### src/rtl/preset_sequencer.sv
// Preset shape sequencer: arbitrates preset requests and walks the segment table of the
// chosen shape, issuing one relative move per segment over a valid/ready handshake.
module preset_sequencer #(
  parameter int W    = 16,
  parameter int SIDE = 400
) (
  input  logic         clk,
  input  logic         reset,
  input  logic         req_square,
  input  logic         req_tri,
  input  logic         req_star,
  input  logic         abort,
  output logic         cmd_valid,
  input  logic         cmd_ready,
  output logic [W-1:0] cmd_dx,
  output logic [W-1:0] cmd_dy,
  input  logic         seg_done,
  output logic         pen_down,
  output logic         busy,
  output logic [1:0]   shape_id,
  output logic         shape_done
);

  typedef enum logic [2:0] {
    IDLE,
    PEN,
    ISSUE,
    WAIT,
    LIFT
  } state_t;

  localparam logic [W-1:0] S = W'(SIDE);
  localparam logic [W-1:0] H = W'(SIDE / 2);

  state_t      state_q, state_d;
  logic [2:0]  pending_q, pending_d;
  logic [2:0]  seg_q, seg_d;
  logic [1:0]  shape_q, shape_d;
  logic        pen_q, pen_d;
  logic [2:0]  win;
  logic [2:0]  last_seg;
  logic [W-1:0] seg_dx, seg_dy;

  // Segment table, indexed by active shape and segment number.
  always_comb begin
    seg_dx   = '0;
    seg_dy   = '0;
    last_seg = '0;
    case (shape_q)
      2'd1: begin
        last_seg = 3'd3;
        case (seg_q)
          3'd0:    begin seg_dx = S;  seg_dy = '0; end
          3'd1:    begin seg_dx = '0; seg_dy = S;  end
          3'd2:    begin seg_dx = -S; seg_dy = '0; end
          3'd3:    begin seg_dx = '0; seg_dy = -S; end
          default: ;
        endcase
      end
      2'd2: begin
        last_seg = 3'd2;
        case (seg_q)
          3'd0:    begin seg_dx = S;  seg_dy = '0; end
          3'd1:    begin seg_dx = -H; seg_dy = S;  end
          3'd2:    begin seg_dx = -H; seg_dy = -S; end
          default: ;
        endcase
      end
      2'd3: begin
        last_seg = 3'd4;
        case (seg_q)
          3'd0:    begin seg_dx = H;  seg_dy = S;  end
          3'd1:    begin seg_dx = H;  seg_dy = -S; end
          3'd2:    begin seg_dx = -S; seg_dy = H;  end
          3'd3:    begin seg_dx = S;  seg_dy = '0; end
          3'd4:    begin seg_dx = -S; seg_dy = -H; end
          default: ;
        endcase
      end
      default: ;
    endcase
  end

  always_comb begin
    state_d    = state_q;
    seg_d      = seg_q;
    shape_d    = shape_q;
    pen_d      = pen_q;
    shape_done = 1'b0;
    win        = '0;

    case (state_q)
      IDLE: begin
        if (pending_q != '0) begin
          if (pending_q[0]) begin
            win     = 3'b001;
            shape_d = 2'd1;
          end else if (pending_q[1]) begin
            win     = 3'b010;
            shape_d = 2'd2;
          end else begin
            win     = 3'b100;
            shape_d = 2'd3;
          end
          state_d = PEN;
        end
      end
      PEN: begin
        pen_d   = 1'b1;
        seg_d   = '0;
        state_d = ISSUE;
      end
      ISSUE: begin
        if (cmd_ready) state_d = WAIT;
      end
      WAIT: begin
        if (seg_done) begin
          if (seg_q == last_seg) begin
            state_d = LIFT;
          end else begin
            seg_d   = seg_q + 3'd1;
            state_d = ISSUE;
          end
        end
      end
      LIFT: begin
        pen_d      = 1'b0;
        shape_done = 1'b1;
        shape_d    = '0;
        seg_d      = '0;
        state_d    = IDLE;
      end
      default: state_d = IDLE;
    endcase

    // A request pulse is absorbed into pending even while busy; abort wipes everything,
    // including a request arriving in the same cycle.
    pending_d = (pending_q & ~win) | {req_star, req_tri, req_square};
    if (abort) begin
      state_d    = IDLE;
      pending_d  = '0;
      seg_d      = '0;
      shape_d    = '0;
      pen_d      = 1'b0;
      shape_done = 1'b0;
    end
  end

  always_ff @(posedge clk) begin
    if (!reset) begin
      state_q   <= IDLE;
      pending_q <= '0;
      seg_q     <= '0;
      shape_q   <= '0;
      pen_q     <= 1'b0;
    end else begin
      state_q   <= state_d;
      pending_q <= pending_d;
      seg_q     <= seg_d;
      shape_q   <= shape_d;
      pen_q     <= pen_d;
    end
  end

  assign cmd_valid = (state_q == ISSUE);
  assign cmd_dx    = cmd_valid ? seg_dx : '0;
  assign cmd_dy    = cmd_valid ? seg_dy : '0;
  assign busy      = (state_q != IDLE);
  assign pen_down  = pen_q;
  assign shape_id  = shape_q;

endmodule

### config.mk
export PLATFORM = sky130hd
export DESIGN_NAME = preset_sequencer
export DESIGN_NICKNAME = d
export VERILOG_FILES = /design/src/rtl/preset_sequencer.sv
export SDC_FILE = /design/constraint.sdc
export NUM_CORES = 1
export LEC_CHECK = 0
export BUFFER_PORTS_ARGS = -buffer_cell sky130_fd_sc_hd__buf_4
export CORE_ASPECT_RATIO = 0.6
export CORE_MARGIN = 2
export CORE_UTILIZATION = 45
export CTS_BUF_LIST = sky130_fd_sc_hd__clkbuf_4 sky130_fd_sc_hd__clkbuf_8
export DETAILED_ROUTE_END_ITERATION = 8
export PLACE_DENSITY = 0.74
export SKIP_LAST_GASP = 1
export SYNTH_ARGS = -nofsm -noshare
export SYNTH_HDL_FRONTEND = slang
export SYNTH_SLANG_ARGS = --single-unit
### constraint.sdc
create_clock -name clk -period 3.6 [get_ports clk]
set_clock_uncertainty 0.2 [all_clocks]
set_input_delay 0.36 -clock clk [delete_from_list [all_inputs] [get_ports clk]]
set_output_delay 0.36 -clock clk [all_outputs]
set_load 0.03 [all_outputs]
==> results of run 1 <==
[through the flow]
step           area [um2]  utilization, %  setup WS, ns
4_1_cts              1460            57.1         0.671
2_1_floorplan        1260               -         0.676
3_5_place_dp         1410            54.9         0.945
5_1_grt              1460            57.1         0.499
6_report             1460            57.1         0.657
3_3_place_gp         1410            54.9          1.08
[registers in the layout (all words and copies together) (netlist names)]
register	count
shape_id	2
state_q	3
pending_q	3
seg_q	3
pen_down	1
[cell usage in the layout (no fill, tap or decap), drive strengths merged]
cell type	count
a22oi	2
o211ai	3
buf	39
or3	7
clkbuf	4
dfxtp	12
nand3	4
nor2b	7
conb	6
nand2b	4
inv	6
nor2	13
mux2i	5
nor4b	1
a31oi	4
ha	11
and2b	1
a2bb2oi	1
a32o	1
a22o	1
nand3b	1
o21bai	1
o21ai	10
a211o	1
or2	1
nand2	14
xnor2	4
mux2	1
or4	1
a21oi	15
a21o	1
o21a	1
and4	1
[per-layer routing]
layer  GRT usage [%]  part of all wire, %  up-vias  routed length, um
met5               0                    0        -                  0
met3            4.10                  5.4        4                161
met4            4.53                 0.94        0                 28
met2            31.7                   46       50               1370
li1                -                    -      583                  -
met1            24.6                   47      543               1410
[critical path, delay by kind of cell, from the launching register on]
family / cells / cell delay (ns)
AOI/OAI and AO/OA: 2 / 0.40
adders and majority gates: 1 / 0.33
buffers and inverters: 2 / 0.41
DFF: 1 / 0.47
and+or+nand+nor: 2 / 0.52
[path summary, 6_finish.rpt]
check	from	to	slack, ns	cells after the start
worst max-delay path	seg_q[0]	cmd_dy[15]	0.66	7
worst min-delay path	req_square	pending_q[0]	0.12	3
worst max register to register	shape_id[1]	seg_q[1]	1.64	5
worst min register to register	pending_q[2]	pending_q[2]	0.30	2
[power by group through the flow]
stage                      logic, W  registers (W)  clock network [W]
after floorplan           0.0000642       0.000147                  0
after global placement    0.0000754       0.000148                  0
after detailed placement  0.0000760       0.000149                  0
after CTS                 0.0000780       0.000146           0.000151
after global routing      0.0000849       0.000147           0.000156
final                     0.0000780       0.000146           0.000146
[layout make-up]
class                           count  share of cell area (%)
Timing Repair Buffer               39                    20.1
Inverter                            6                    1.54
Tap cell                           32                    2.74
Multi-Input combinational cell    123                    55.4
Clock buffer                        4                    3.77
Sequential cell                    12                    16.5
[cell families (layout without fill, tap and decap cells)]
group	after synthesis	after routing	synth area share [%]
and+or+nand+nor	55	55	23.1
AOI/OAI and AO/OA	41	41	21.5
buffers and inverters	33	49	16.8
DFF	12	12	19.4
adders and majority gates	11	11	11.1
muxes	6	6	4.95
xor gates and xnor gates	4	4	2.83
other	1	6	0.303
==> impl_table.tex, run 1 <==
\begin{tabular}{lr}
\hline
Metric & Value \\
\hline
\multicolumn{2}{l}{\textbf{Place}} \\
\quad GPL Wtd Cong & 1.01 \\
\quad Cells after DPL & 212 \\
\quad Number of buffer cells added on primary ports & 39 \\
\quad Half-perimeter wire length after detailed placement & roughly 2200 um \\
\multicolumn{2}{l}{\textbf{Timing}} \\
\quad Hold violation total from the final report & 0 \\
\quad Final critical-path share of the clock period & 81.7\% \\
\quad Min Hold Slack & 0.124 ns \\
\quad Shortest period the worst path allows & between 2 and 3 ns \\
\quad Setup repair after global routing missed its margin & false \\
\quad Measured slew at the worst slew-check pin & 0.589 ns \\
\quad Setup TNS & 0 ns \\
\quad Relative slew margins & 60.5\% \\
\quad Final Max Tran Viols & 0 \\
\quad Max Clock Freq & 0.340 GHz \\
\quad Total of endpoints with negative setup slack in the final report & 0 \\
\multicolumn{2}{l}{\textbf{Clocking}} \\
\quad Clock-pin slew reported for the worst setup and hold paths after clock tree synthesis & around 0.05 ns \\
\quad Cts-stage hold buffer count & 0 \\
\quad H-tree depth & 1 \\
\quad Clock net sink count & 12 \\
\quad Buffer cell driving the clock tree root & sky130\_fd\_sc\_hd\_\_clkbuf\_8 \\
\quad \# resized after CTS & 0 \\
\quad Worst-skew pair later-pin latency & 0.24 ns \\
\quad TritonCTS clock tree & built \\
\quad Clock buffer count from CTS & 3 \\
\quad Buffer count from post-CTS setup fixing & 0 \\
\quad Maximum clock insertion buffer count & 2 \\
\multicolumn{2}{l}{\textbf{Routing}} \\
\quad Average via count per standard cell & 5.46 \\
\quad Final WL & 2970 um \\
\quad Violation count after the first detailed-route iteration & 79 \\
\quad Routed WL per cell & 13.8 um \\
\quad Total DRC errors in the routed layout & 0 \\
\quad Number of nets with antenna violations after routing & 0 \\
\quad TritonRoute pass-1 iters & 4 \\
\quad Total vias in the final route & 1180 \\
\multicolumn{2}{l}{\textbf{Worst setup path}} \\
\quad Startpoint types & flop \\
\quad Worst path slowest cell & sky130\_fd\_sc\_hd\_\_dfxtp\_1 \\
\quad Kind of end point of the critical path & primary output \\
\quad CP required & 3.04 ns \\
\quad Critical Path Max Stage Delay & 0.47 ns \\
\quad Chain of cells forming the critical path & inv\_1 > ha\_1 > or3\_1 > o211ai\_1 > o21a\_1 > nor2\_1 > buf\_4 \\
\quad Arrival @ worst endpoint & roughly 2.4 ns \\
\quad Worst setup path category & flop to primary output \\
\quad Highest fanout seen on the critical path & 8 \\
\multicolumn{2}{l}{\textbf{Power}} \\
\quad Clock share of power & 39.4\% \\
\quad P\_sw & 0.000103 W \\
\quad Static leakage & 0.612 nW \\
\quad Combinational power share & 21.1\% \\
\quad IR Drop Worst-Case VDD & 189 uV \\
\quad Power Internal & 0.000267 W \\
\quad Power density over the cells & 254 nW/um2 \\
\quad Relative contribution of sequential cells to total power & 39.5\% \\
\quad Post-layout total power & 0.000370 W \\
\quad Switching power share of the total & 27.9\% \\
\multicolumn{2}{l}{\textbf{Finish}} \\
\quad Count of antenna diodes in the layout & 0 \\
\quad Layout cells sized above 1 & 26.1\% \\
\quad Multi-input logic area & 810 um2 \\
\quad Nets@finish & 204 \\
\quad Register area & 240 um2 \\
\quad Non-filler cells, final & between 200 and 250 \\
\quad Signed area change from the synthesized netlist to the final layout & 17.9\% \\
\quad Filler Cells Inserted & 242 \\
\multicolumn{2}{l}{\textbf{Min path}} \\
\quad Min-Delay Path Class & primary input to flop \\
\multicolumn{2}{l}{\textbf{Synthesis}} \\
\quad Cell with the most instances after synthesis & sky130\_fd\_sc\_hd\_\_buf\_4 \\
\quad Top cells by instance count after synthesis & 21 x sky130\_fd\_sc\_hd\_\_buf\_4, 15 x sky130\_fd\_sc\_hd\_\_a21oi\_1, 14 x sky130\_fd\_sc\_hd\_\_nand2\_1, 13 x sky130\_fd\_sc\_hd\_\_nor2\_1, 12 x sky130\_fd\_sc\_hd\_\_dfxtp\_1 \\
\quad Area of the mapped netlist & 1240 um2 \\
\quad Fraction of synthesis flops using an asynchronous set or reset pin & 0\% \\
\quad Netlist cell types & 35 \\
\quad Top flip-flop cell by instance count after synthesis & sky130\_fd\_sc\_hd\_\_dfxtp\_1 \\
\quad Number of synthesis warnings & 0 \\
\quad Post-Syn Area per Cell & between 7 and 8 um2 \\
\quad Number of enable-type register cells in the synthesized netlist & 0 \\
\quad Share of the yosys chip area belonging to registers & between 10\% and 20\% \\
\quad Flip-flop and latch count after synthesis & 12 \\
\quad Cell type contributing the most total cell area after synthesis & sky130\_fd\_sc\_hd\_\_dfxtp\_1 \\
\quad Synth area leaders & sky130\_fd\_sc\_hd\_\_dfxtp\_1 19\%, sky130\_fd\_sc\_hd\_\_buf\_4 13\%, sky130\_fd\_sc\_hd\_\_ha\_1 11\%, sky130\_fd\_sc\_hd\_\_a21oi\_1 6.1\%, sky130\_fd\_sc\_hd\_\_nand2\_1 4.2\% \\
\quad Cell count after synthesis & 163 \\
\quad Area share of the largest cell type after synthesis & 19.4\% \\
\multicolumn{2}{l}{\textbf{Die}} \\
\quad DIE WIDTH & 71.7 um \\
\quad Overall die area & 3200 um2 \\
\quad Row cnt & 14 \\
\quad Total core area & 2560 um2 \\
\quad Die height & 44.6 um \\
\quad Initial cell density of the core & 48.4\% \\
\quad Count of pins on the block boundary & 46 \\
\multicolumn{2}{l}{\textbf{GRT}} \\
\quad Via count of the first global-routing pass & a little over 1000 \\
\quad Global-route wire length before repair & 4690 um \\
\quad GR Overflow Total & 0 \\
\quad Number of antenna violations at the first check in global routing & 0 \\
\quad Largest net degree at the start of global routing & 16 \\
\quad Overall routing resource usage & a little under a fifth \\
\multicolumn{2}{l}{\textbf{Flow run}} \\
\quad Number of max-capacitance violations reported & 0 \\
\multicolumn{2}{l}{\textbf{Run status}} \\
\quad Run status & complete, no violations \\
\hline
\end{tabular}
(Power assumes the default switching activity.)
==> run 2, diff against run 1 <==
- ABC_AREA: default -> 1
- PLACE_DENSITY: 0.74 -> 0.78
- clock period: 3.6 -> 2.65 ns (I/O delays scaled with it)
==> impl_table.tex, run 2 <==
\begin{tabular}{lr}
\hline
Metric & Value \\
\hline
\multicolumn{2}{l}{\textbf{Synthesis}} \\
\quad Synth area leaders & sky130\_fd\_sc\_hd\_\_dfxtp\_1 20\%, sky130\_fd\_sc\_hd\_\_buf\_4 13\%, sky130\_fd\_sc\_hd\_\_nand2\_1 12\%, sky130\_fd\_sc\_hd\_\_ha\_1 12\%, sky130\_fd\_sc\_hd\_\_inv\_1 9.5\% \\
\quad Top flip-flop cell by instance count after synthesis & sky130\_fd\_sc\_hd\_\_dfxtp\_1 \\
\quad Flip-flop and latch count after synthesis & 12 (unchanged) \\
\quad Cell type contributing the most total cell area after synthesis & sky130\_fd\_sc\_hd\_\_dfxtp\_1 \\
\quad Area of the mapped netlist & 1180 um2 (-4.3\%) \\
\quad Fraction of synthesis flops using an asynchronous set or reset pin & 0\% (unchanged) \\
\quad Area share of the largest cell type after synthesis & 20.3\% (+0.88 points) \\
\quad Netlist cell types & 23 (-34\%) \\
\quad Number of synthesis warnings & 0 (unchanged) \\
\quad Number of enable-type register cells in the synthesized netlist & 0 (unchanged) \\
\quad Cell with the most instances after synthesis & sky130\_fd\_sc\_hd\_\_nand2\_1 \\
\quad Cell count after synthesis & 190 (+17\%) \\
\quad Top cells by instance count after synthesis & 38 x sky130\_fd\_sc\_hd\_\_nand2\_1, 30 x sky130\_fd\_sc\_hd\_\_inv\_1, 20 x sky130\_fd\_sc\_hd\_\_a21oi\_1, 20 x sky130\_fd\_sc\_hd\_\_buf\_4, 20 x sky130\_fd\_sc\_hd\_\_nor2\_1 \\
\quad Post-Syn Area per Cell & 6.24 um2 (-18\%) \\
\quad Share of the yosys chip area belonging to registers & 20.3\% (+0.88 points) \\
\multicolumn{2}{l}{\textbf{Die}} \\
\quad Initial cell density of the core & 47.3\% (-1.1 points) \\
\quad Total core area & 2500 um2 (-2.1\%) \\
\quad Overall die area & 3070 um2 (-4.0\%) \\
\quad Count of pins on the block boundary & 46 (unchanged) \\
\quad Row cnt & 14 (unchanged) \\
\quad DIE WIDTH & 70.2 um (-2.1\%) \\
\quad Die height & 43.7 um (-2.0\%) \\
\multicolumn{2}{l}{\textbf{GRT}} \\
\quad GR Overflow Total & 0 (unchanged) \\
\quad Global-route wire length before repair & 4270 um (-8.8\%) \\
\quad Overall routing resource usage & 17.4\% (-1.3 points) \\
\quad Via count of the first global-routing pass & 931 (-8.9\%) \\
\quad Largest net degree at the start of global routing & 10 (-6) \\
\quad Number of antenna violations at the first check in global routing & 0 (unchanged) \\
\multicolumn{2}{l}{\textbf{Finish}} \\
\quad Regs by FF count & pending\_q (3), seg\_q (3), state\_q (3) \\
\quad Non-filler cells, final & 251 (+16\%) \\
\quad Signed area change from the synthesized netlist to the final layout & 22.5\% \\
\quad Most frequent cells in the layout & 40 x sky130\_fd\_sc\_hd\_\_buf\_4, 38 x sky130\_fd\_sc\_hd\_\_nand2\_1, 30 x sky130\_fd\_sc\_hd\_\_inv\_1 \\
\quad Count of antenna diodes in the layout & 0 (unchanged) \\
\quad Post-route cell area & 1450 um2 (-0.60\%) \\
\quad Final design utilization & 57.9\% (+0.85 points) \\
\quad Nets@finish & 239 (+17\%) \\
\quad Layout cells sized above 1 & 26.0\% (-0.060 points) \\
\quad Filler Cells Inserted & 233 (-3.7\%) \\
\quad Leading cell type in the layout, fill and taps excluded & sky130\_fd\_sc\_hd\_\_buf\_4 \\
\multicolumn{2}{l}{\textbf{Worst setup path}} \\
\quad Arrival @ worst endpoint & 1.98 ns (-0.40 ns) \\
\quad Worst setup path category & flop to primary output \\
\quad Worst setup path end & cmd\_dy[15] \\
\quad R2R cell count & 8 (+3) \\
\quad Startpoint types & flop \\
\quad Setup slack, reg-to-reg & 0.84 ns (-0.80 ns) \\
\quad Highest fanout seen on the critical path & 8 (unchanged) \\
\quad Launching element of the worst setup path & seg\_q[0] \\
\quad Critical R2R Launch & shape\_id[0] \\
\quad Crit Reg-Reg Endpoint & seg\_q[0] \\
\quad Kind of end point of the critical path & primary output \\
\quad CP required & 2.18 ns (-0.86 ns) \\
\multicolumn{2}{l}{\textbf{Clocking}} \\
\quad TritonCTS clock tree & built \\
\quad Clock net sink count & 12 (unchanged) \\
\quad H-tree depth & 1 (unchanged) \\
\quad Clock buffer count from CTS & 3 (unchanged) \\
\quad Maximum clock insertion buffer count & 2 (unchanged) \\
\quad Buffer count from post-CTS setup fixing & 0 (unchanged) \\
\quad Cts-stage hold buffer count & 0 (unchanged) \\
\quad Worst-skew pair later-pin latency & 0.25 ns (about the same) \\
\quad Buffer cell driving the clock tree root & sky130\_fd\_sc\_hd\_\_clkbuf\_8 \\
\quad Clock-pin slew reported for the worst setup and hold paths after clock tree synthesis & 0.06 ns (about the same) \\
\multicolumn{2}{l}{\textbf{Routing}} \\
\quad Average via count per standard cell & 4.70 (-14\%) \\
\quad Routed WL per cell & 10.4 um (-25\%) \\
\quad Violation count after the first detailed-route iteration & 86 (+8.9\%) \\
\quad Number of nets with antenna violations after routing & 0 (unchanged) \\
\quad Total DRC errors in the routed layout & 0 (unchanged) \\
\quad TritonRoute pass-1 iters & 4 (unchanged) \\
\quad Final WL & 2600 um (-12\%) \\
\quad Total vias in the final route & 1179 (-0.085\%) \\
\multicolumn{2}{l}{\textbf{Timing}} \\
\quad Hold violation total from the final report & 0 (unchanged) \\
\quad Final critical-path share of the clock period & 92.4\% \\
\quad Shortest period the worst path allows & 2.45 ns \\
\quad Setup TNS & 0 ns (unchanged) \\
\quad Final Max Tran Viols & 0 (unchanged) \\
\quad Setup repair after global routing missed its margin & false \\
\quad Max Clock Freq & roughly 0.41 GHz \\
\quad Total of endpoints with negative setup slack in the final report & 0 (unchanged) \\
\multicolumn{2}{l}{\textbf{Power}} \\
\quad Static leakage & 0.778 nW (+27\%) \\
\quad IR Drop Worst-Case VDD & 285 uV (+51\%) \\
\quad Power density over the cells & 342 nW/um2 (+35\%) \\
\multicolumn{2}{l}{\textbf{Place}} \\
\quad Half-perimeter wire length after detailed placement & 2070 um (-4.2\%) \\
\quad Number of buffer cells added on primary ports & 39 (unchanged) \\
\quad Post-detailed-placement cell area & 1390 um2 (-0.80\%) \\
\quad Cells after DPL & 247 (+17\%) \\
\quad GPL Wtd Cong & 0.889 (-12\%) \\
\multicolumn{2}{l}{\textbf{Flow run}} \\
\quad Number of max-capacitance violations reported & 0 (unchanged) \\
\multicolumn{2}{l}{\textbf{Min path}} \\
\quad Launch instance of the worst min-delay path & req\_square \\
\quad Min-Delay Path Class & primary input to flop \\
\multicolumn{2}{l}{\textbf{Run status}} \\
\quad Run status & complete, no violations \\
\hline
\end{tabular}
-- run 2: changes by cell type after synthesis, sizes merged, moves of 7 or more --
cell	delta
inv	+27
or3	-7
nand2	+29
nor2	+10
nor2b	-7
-- run 2: cells by family after synthesis --
group	synth area share (%)
other	0.316
adders and majority gates	11.6
AOI/OAI and AO/OA	13.7
DFF	20.3
and+or+nand+nor	30.2
buffers and inverters	23.1
xor gates and xnor gates	0.739
-- run 2: per-stage QoR --
stage | power, W | hold slack, ns | setup WS, ns
after floorplan | 0.000273 | 0.182 | 0.0305
after global placement | 0.000292 | 0.260 | 0.366
after detailed placement | 0.000292 | 0.261 | 0.354
after CTS | 0.000498 | 0.0260 | 0.0814
after global routing | 0.000527 | 0.0413 | 0.00164
final | 0.000497 | 0.0307 | 0.200
-- run 2: critical path, stage by stage, from the launching register on --
cell,delay (ns)
sky130_fd_sc_hd__dfxtp_1,0.37
sky130_fd_sc_hd__inv_1,0.18
sky130_fd_sc_hd__ha_1,0.25
sky130_fd_sc_hd__o21ai_1,0.09
sky130_fd_sc_hd__nor2_1,0.14
sky130_fd_sc_hd__inv_1,0.09
sky130_fd_sc_hd__nand2_2,0.08
sky130_fd_sc_hd__a21oi_1,0.08
sky130_fd_sc_hd__nor2_2,0.25
sky130_fd_sc_hd__buf_4,0.22
-- run 2: where the power goes --
part           internal [W]  switching (W)  leakage, nW  total [W]
Sequential         0.000187     0.00000704       0.0976   0.000194
Clock              0.000132      0.0000749       0.0288   0.000206
Combinational     0.0000326      0.0000640        0.652  0.0000967
Total              0.000351       0.000146        0.778   0.000497
-- run 2: timing repair --
action,4_1_cts,5_1_grt
setup endpoints to repair,0,8
endpoints found under the hold margin,0,0
gates resized for setup,0,1
-- run 2: layer usage --
layer  up-vias  track usage (%)  wire, um
li1        631                -         -
met1       500             28.0      1390
met2        48             22.3       968
met3         0             6.28       246
met4         0             1.15         0
met5         -                0         0
-- run 2: how the worst min path moves through the flow --
| stage | endpoint | cells past startpoint |
|---|---|---|
| floorplan | pending_q[0] | 2 |
| global placement | pen_down | 2 |
| detailed placement | pen_down | 2 |
| CTS | pending_q[0] | 3 |
| global route | pending_q[0] | 3 |
| finish | pending_q[0] | 3 |
-- run 2: final cells by class --
type,instances,area [um2],share of cell area (%)
timing repair buffer,40,300,20.7
multi-input combinational,130,692,47.7
sequential,12,240,16.6
tap,32,40.0,2.76
inverter,33,124,8.53
clock buffer,4,55.1,3.79
==> run 3, diff against run 2 <==
- PLACE_DENSITY: 0.78 -> 0.75
- clock period: 2.65 -> 2.29 ns (I/O delays scaled with it)
==> impl_table.tex, run 3 (synthesis results as in run 2) <==
\begin{tabular}{lr}
\hline
Metric & Value \\
\hline
\multicolumn{2}{l}{\textbf{Finish}} \\
\quad Final design utilization & 63.4\% (+5.4 points) \\
\quad Count of antenna diodes in the layout & 0 (unchanged) \\
\quad Regs by FF count & pending\_q (3), seg\_q (3), state\_q (3) \\
\quad Signed area change from the synthesized netlist to the final layout & 34.0\% \\
\quad Nets@finish & 243 (+1.7\%) \\
\quad Layout cells sized above 1 & 33.3\% (+7.3 points) \\
\quad Leading cell type in the layout, fill and taps excluded & sky130\_fd\_sc\_hd\_\_nand2\_1 \\
\quad Most frequent cells in the layout & 36 x sky130\_fd\_sc\_hd\_\_nand2\_1, 35 x sky130\_fd\_sc\_hd\_\_buf\_4, 27 x sky130\_fd\_sc\_hd\_\_inv\_1 \\
\multicolumn{2}{l}{\textbf{Worst setup path}} \\
\quad Startpoint types & flop \\
\quad Launching element of the worst setup path & seg\_q[0] \\
\quad Arrival @ worst endpoint & 1.84 ns (-0.14 ns) \\
\quad Critical Path Max Stage Delay & 0.38 ns (about the same) \\
\quad Worst setup path category & flop to primary output \\
\quad R2R cell count & 9 (+1) \\
\quad Kind of end point of the critical path & primary output \\
\quad Highest fanout seen on the critical path & 8 (unchanged) \\
\quad Critical R2R Launch & shape\_id[0] \\
\quad Worst setup path end & cmd\_dy[12] \\
\quad CP required & 1.86 ns (-0.32 ns) \\
\quad Crit Reg-Reg Endpoint & seg\_q[1] \\
\quad Chain of cells forming the critical path & inv\_6 > ha\_4 > o21ai\_1 > nor2\_1 > inv\_1 > nand2\_2 > a21oi\_2 > nor2\_4 > buf\_6 \\
\quad Setup slack, reg-to-reg & 0.52 ns (-0.32 ns) \\
\quad Worst path slowest cell & sky130\_fd\_sc\_hd\_\_dfxtp\_4 \\
\multicolumn{2}{l}{\textbf{Run status}} \\
\quad Run status & complete, no violations \\
\multicolumn{2}{l}{\textbf{Timing}} \\
\quad Hold violation total from the final report & 0 (unchanged) \\
\quad Total of endpoints with negative setup slack in the final report & 0 (unchanged) \\
\quad Final Max Tran Viols & 0 (unchanged) \\
\quad Shortest period the worst path allows & 2.27 ns \\
\quad Setup TNS & 0 ns (unchanged) \\
\quad Final critical-path share of the clock period & 99.1\% \\
\quad Max Clock Freq & 0.440 GHz \\
\multicolumn{2}{l}{\textbf{Flow run}} \\
\quad Number of max-capacitance violations reported & 0 (unchanged) \\
\multicolumn{2}{l}{\textbf{GRT}} \\
\quad Overall routing resource usage & 18.5\% (+1.0 points) \\
\quad Number of antenna violations at the first check in global routing & 0 (unchanged) \\
\quad Global-route wire length before repair & 4400 um (+2.9\%) \\
\quad GR Overflow Total & 0 (unchanged) \\
\quad Via count of the first global-routing pass & 978 (+5.0\%) \\
\quad Largest net degree at the start of global routing & 10 (unchanged) \\
\multicolumn{2}{l}{\textbf{Die}} \\
\quad Overall die area & 3070 um2 (unchanged) \\
\quad DIE WIDTH & 70.2 um (unchanged) \\
\quad Row cnt & 14 (unchanged) \\
\quad Die height & 43.7 um (unchanged) \\
\quad Total core area & 2500 um2 (unchanged) \\
\quad Initial cell density of the core & 47.3\% (unchanged) \\
\quad Count of pins on the block boundary & 46 (unchanged) \\
\multicolumn{2}{l}{\textbf{Routing}} \\
\quad Violation count after the first detailed-route iteration & 107 (+24\%) \\
\quad Average via count per standard cell & 4.83 (+2.8\%) \\
\quad Number of nets with antenna violations after routing & 0 (unchanged) \\
\quad Total vias in the final route & 1226 (+4.0\%) \\
\quad Final WL & 2910 um (+12\%) \\
\quad Routed WL per cell & 11.5 um (+10\%) \\
\quad Total DRC errors in the routed layout & 0 (unchanged) \\
\quad TritonRoute pass-1 iters & 4 (unchanged) \\
\multicolumn{2}{l}{\textbf{Clocking}} \\
\quad Clock net sink count & 12 (unchanged) \\
\quad TritonCTS clock tree & built \\
\quad H-tree depth & 1 (unchanged) \\
\quad Maximum clock insertion buffer count & 2 (unchanged) \\
\quad Clock-pin slew reported for the worst setup and hold paths after clock tree synthesis & 0.05 ns (about the same) \\
\quad Worst-skew pair later-pin latency & 0.24 ns (about the same) \\
\quad Clock buffer count from CTS & 3 (unchanged) \\
\quad Buffer cell driving the clock tree root & sky130\_fd\_sc\_hd\_\_clkbuf\_8 \\
\multicolumn{2}{l}{\textbf{Power}} \\
\quad Static leakage & 0.804 nW (+3.4\%) \\
\quad Combinational power share & 22.2\% (+2.8 points) \\
\quad Power Internal & 0.000374 W (+6.5\%) \\
\quad Post-layout total power & 0.000538 W (+8.3\%) \\
\quad P\_sw & 0.000164 W (+13\%) \\
\quad IR Drop Worst-Case VDD & 314 uV (+9.9\%) \\
\quad Power density over the cells & 339 nW/um2 (-1.0\%) \\
\quad Switching power share of the total & 30.6\% (+1.2 points) \\
\quad Clock share of power & 35.9\% (-5.6 points) \\
\quad Relative contribution of sequential cells to total power & 41.9\% (+2.9 points) \\
\multicolumn{2}{l}{\textbf{Min path}} \\
\quad Min-Delay Path Class & primary input to flop \\
\quad Launch instance of the worst min-delay path & req\_tri \\
\multicolumn{2}{l}{\textbf{Place}} \\
\quad Half-perimeter wire length after detailed placement & 2140 um (+3.2\%) \\
\quad GPL Wtd Cong & 0.921 (+3.6\%) \\
\quad Number of buffer cells added on primary ports & 39 (unchanged) \\
\hline
\end{tabular}
[run 3: cell count changes in the layout (fill, tap and decap cells not counted), moves of 3 or more]
cell and change:
sky130_fd_sc_hd__buf_6 +8, sky130_fd_sc_hd__ha_1 -4, sky130_fd_sc_hd__buf_4 -5, sky130_fd_sc_hd__dfxtp_1 -4, sky130_fd_sc_hd__ha_4 +4, sky130_fd_sc_hd__inv_1 -3
[run 3: how the worst min path moves through the flow]
stage / endpoint / slack [ns] / depth (start not counted)
2_1_floorplan: pending_q[0] / 0.15 / 2
3_3_place_gp: pending_q[0] / 0.24 / 3
3_5_place_dp: pending_q[0] / 0.24 / 3
4_1_cts: pending_q[1] / 0.03 / 3
5_1_grt: pending_q[2] / 0.07 / 3
6_report: pending_q[1] / 0.03 / 3
[run 3: final cells by class]
type / instances / area [um2]
fill: 212 / 917
multi-input combinational: 130 / 759
timing repair buffer: 44 / 363
sequential: 12 / 250
inverter: 33 / 134
clock buffer: 3 / 41.3
tap: 32 / 40.0
[run 3: per-stage QoR]
| stage | hold WS [ns] | cells | area [um2] | setup slack [ns] |
|---|---|---|---|---|
| after floorplan | 0.146 | 195 | 1210 | 0.105 |
| after global placement | 0.237 | 247 | 1400 | 0.229 |
| after detailed placement | 0.244 | 247 | 1400 | 0.134 |
| after CTS | 0.0321 | 251 | 1460 | 0.00253 |
| after global routing | 0.0699 | 254 | 1590 | -0.0432 |
| final | 0.0308 | 254 | 1590 | 0.0197 |
[run 3: what timing repair did]
action / in CTS / in global routing
hold endpoints to repair: 1 / 0
setup buffers: 0 / 3
hold buffers: 1 / 0
resized for setup: 4 / 31
endpoints found under the setup margin: 17 / 19
pin swaps: 0 / 3
[run 3: worst max-delay path, delay by kind of cell (launching register included)]
kind | cells | cell delay (ns)
AOI/OAI and AO/OA | 2 | 0.14
adders and majority gates | 1 | 0.16
buffers and inverters | 3 | 0.36
DFF | 1 | 0.38
and+or+nand+nor | 3 | 0.54
[run 3: routing by layer]
layer | part of all wire (%) | vias up | track usage, %
met3 | 8.7 | 6 | 5.81
met1 | 48 | 528 | 27.7
met4 | 1.6 | 0 | 5.77
met5 | 0 | - | 0
met2 | 41 | 53 | 24.7
li1 | - | 639 | -
[run 3: power groups by stage]
| stage | sequential [W] | clock (W) | combinational, W |
|---|---|---|---|
| 2_1_floorplan | 0.000232 | 0 | 0.0000845 |
| 3_3_place_gp | 0.000229 | 0 | 0.000110 |
| 3_5_place_dp | 0.000229 | 0 | 0.000109 |
| 4_1_cts | 0.000225 | 0.000196 | 0.000112 |
| 5_1_grt | 0.000227 | 0.000204 | 0.000135 |
| 6_report | 0.000225 | 0.000193 | 0.000120 |
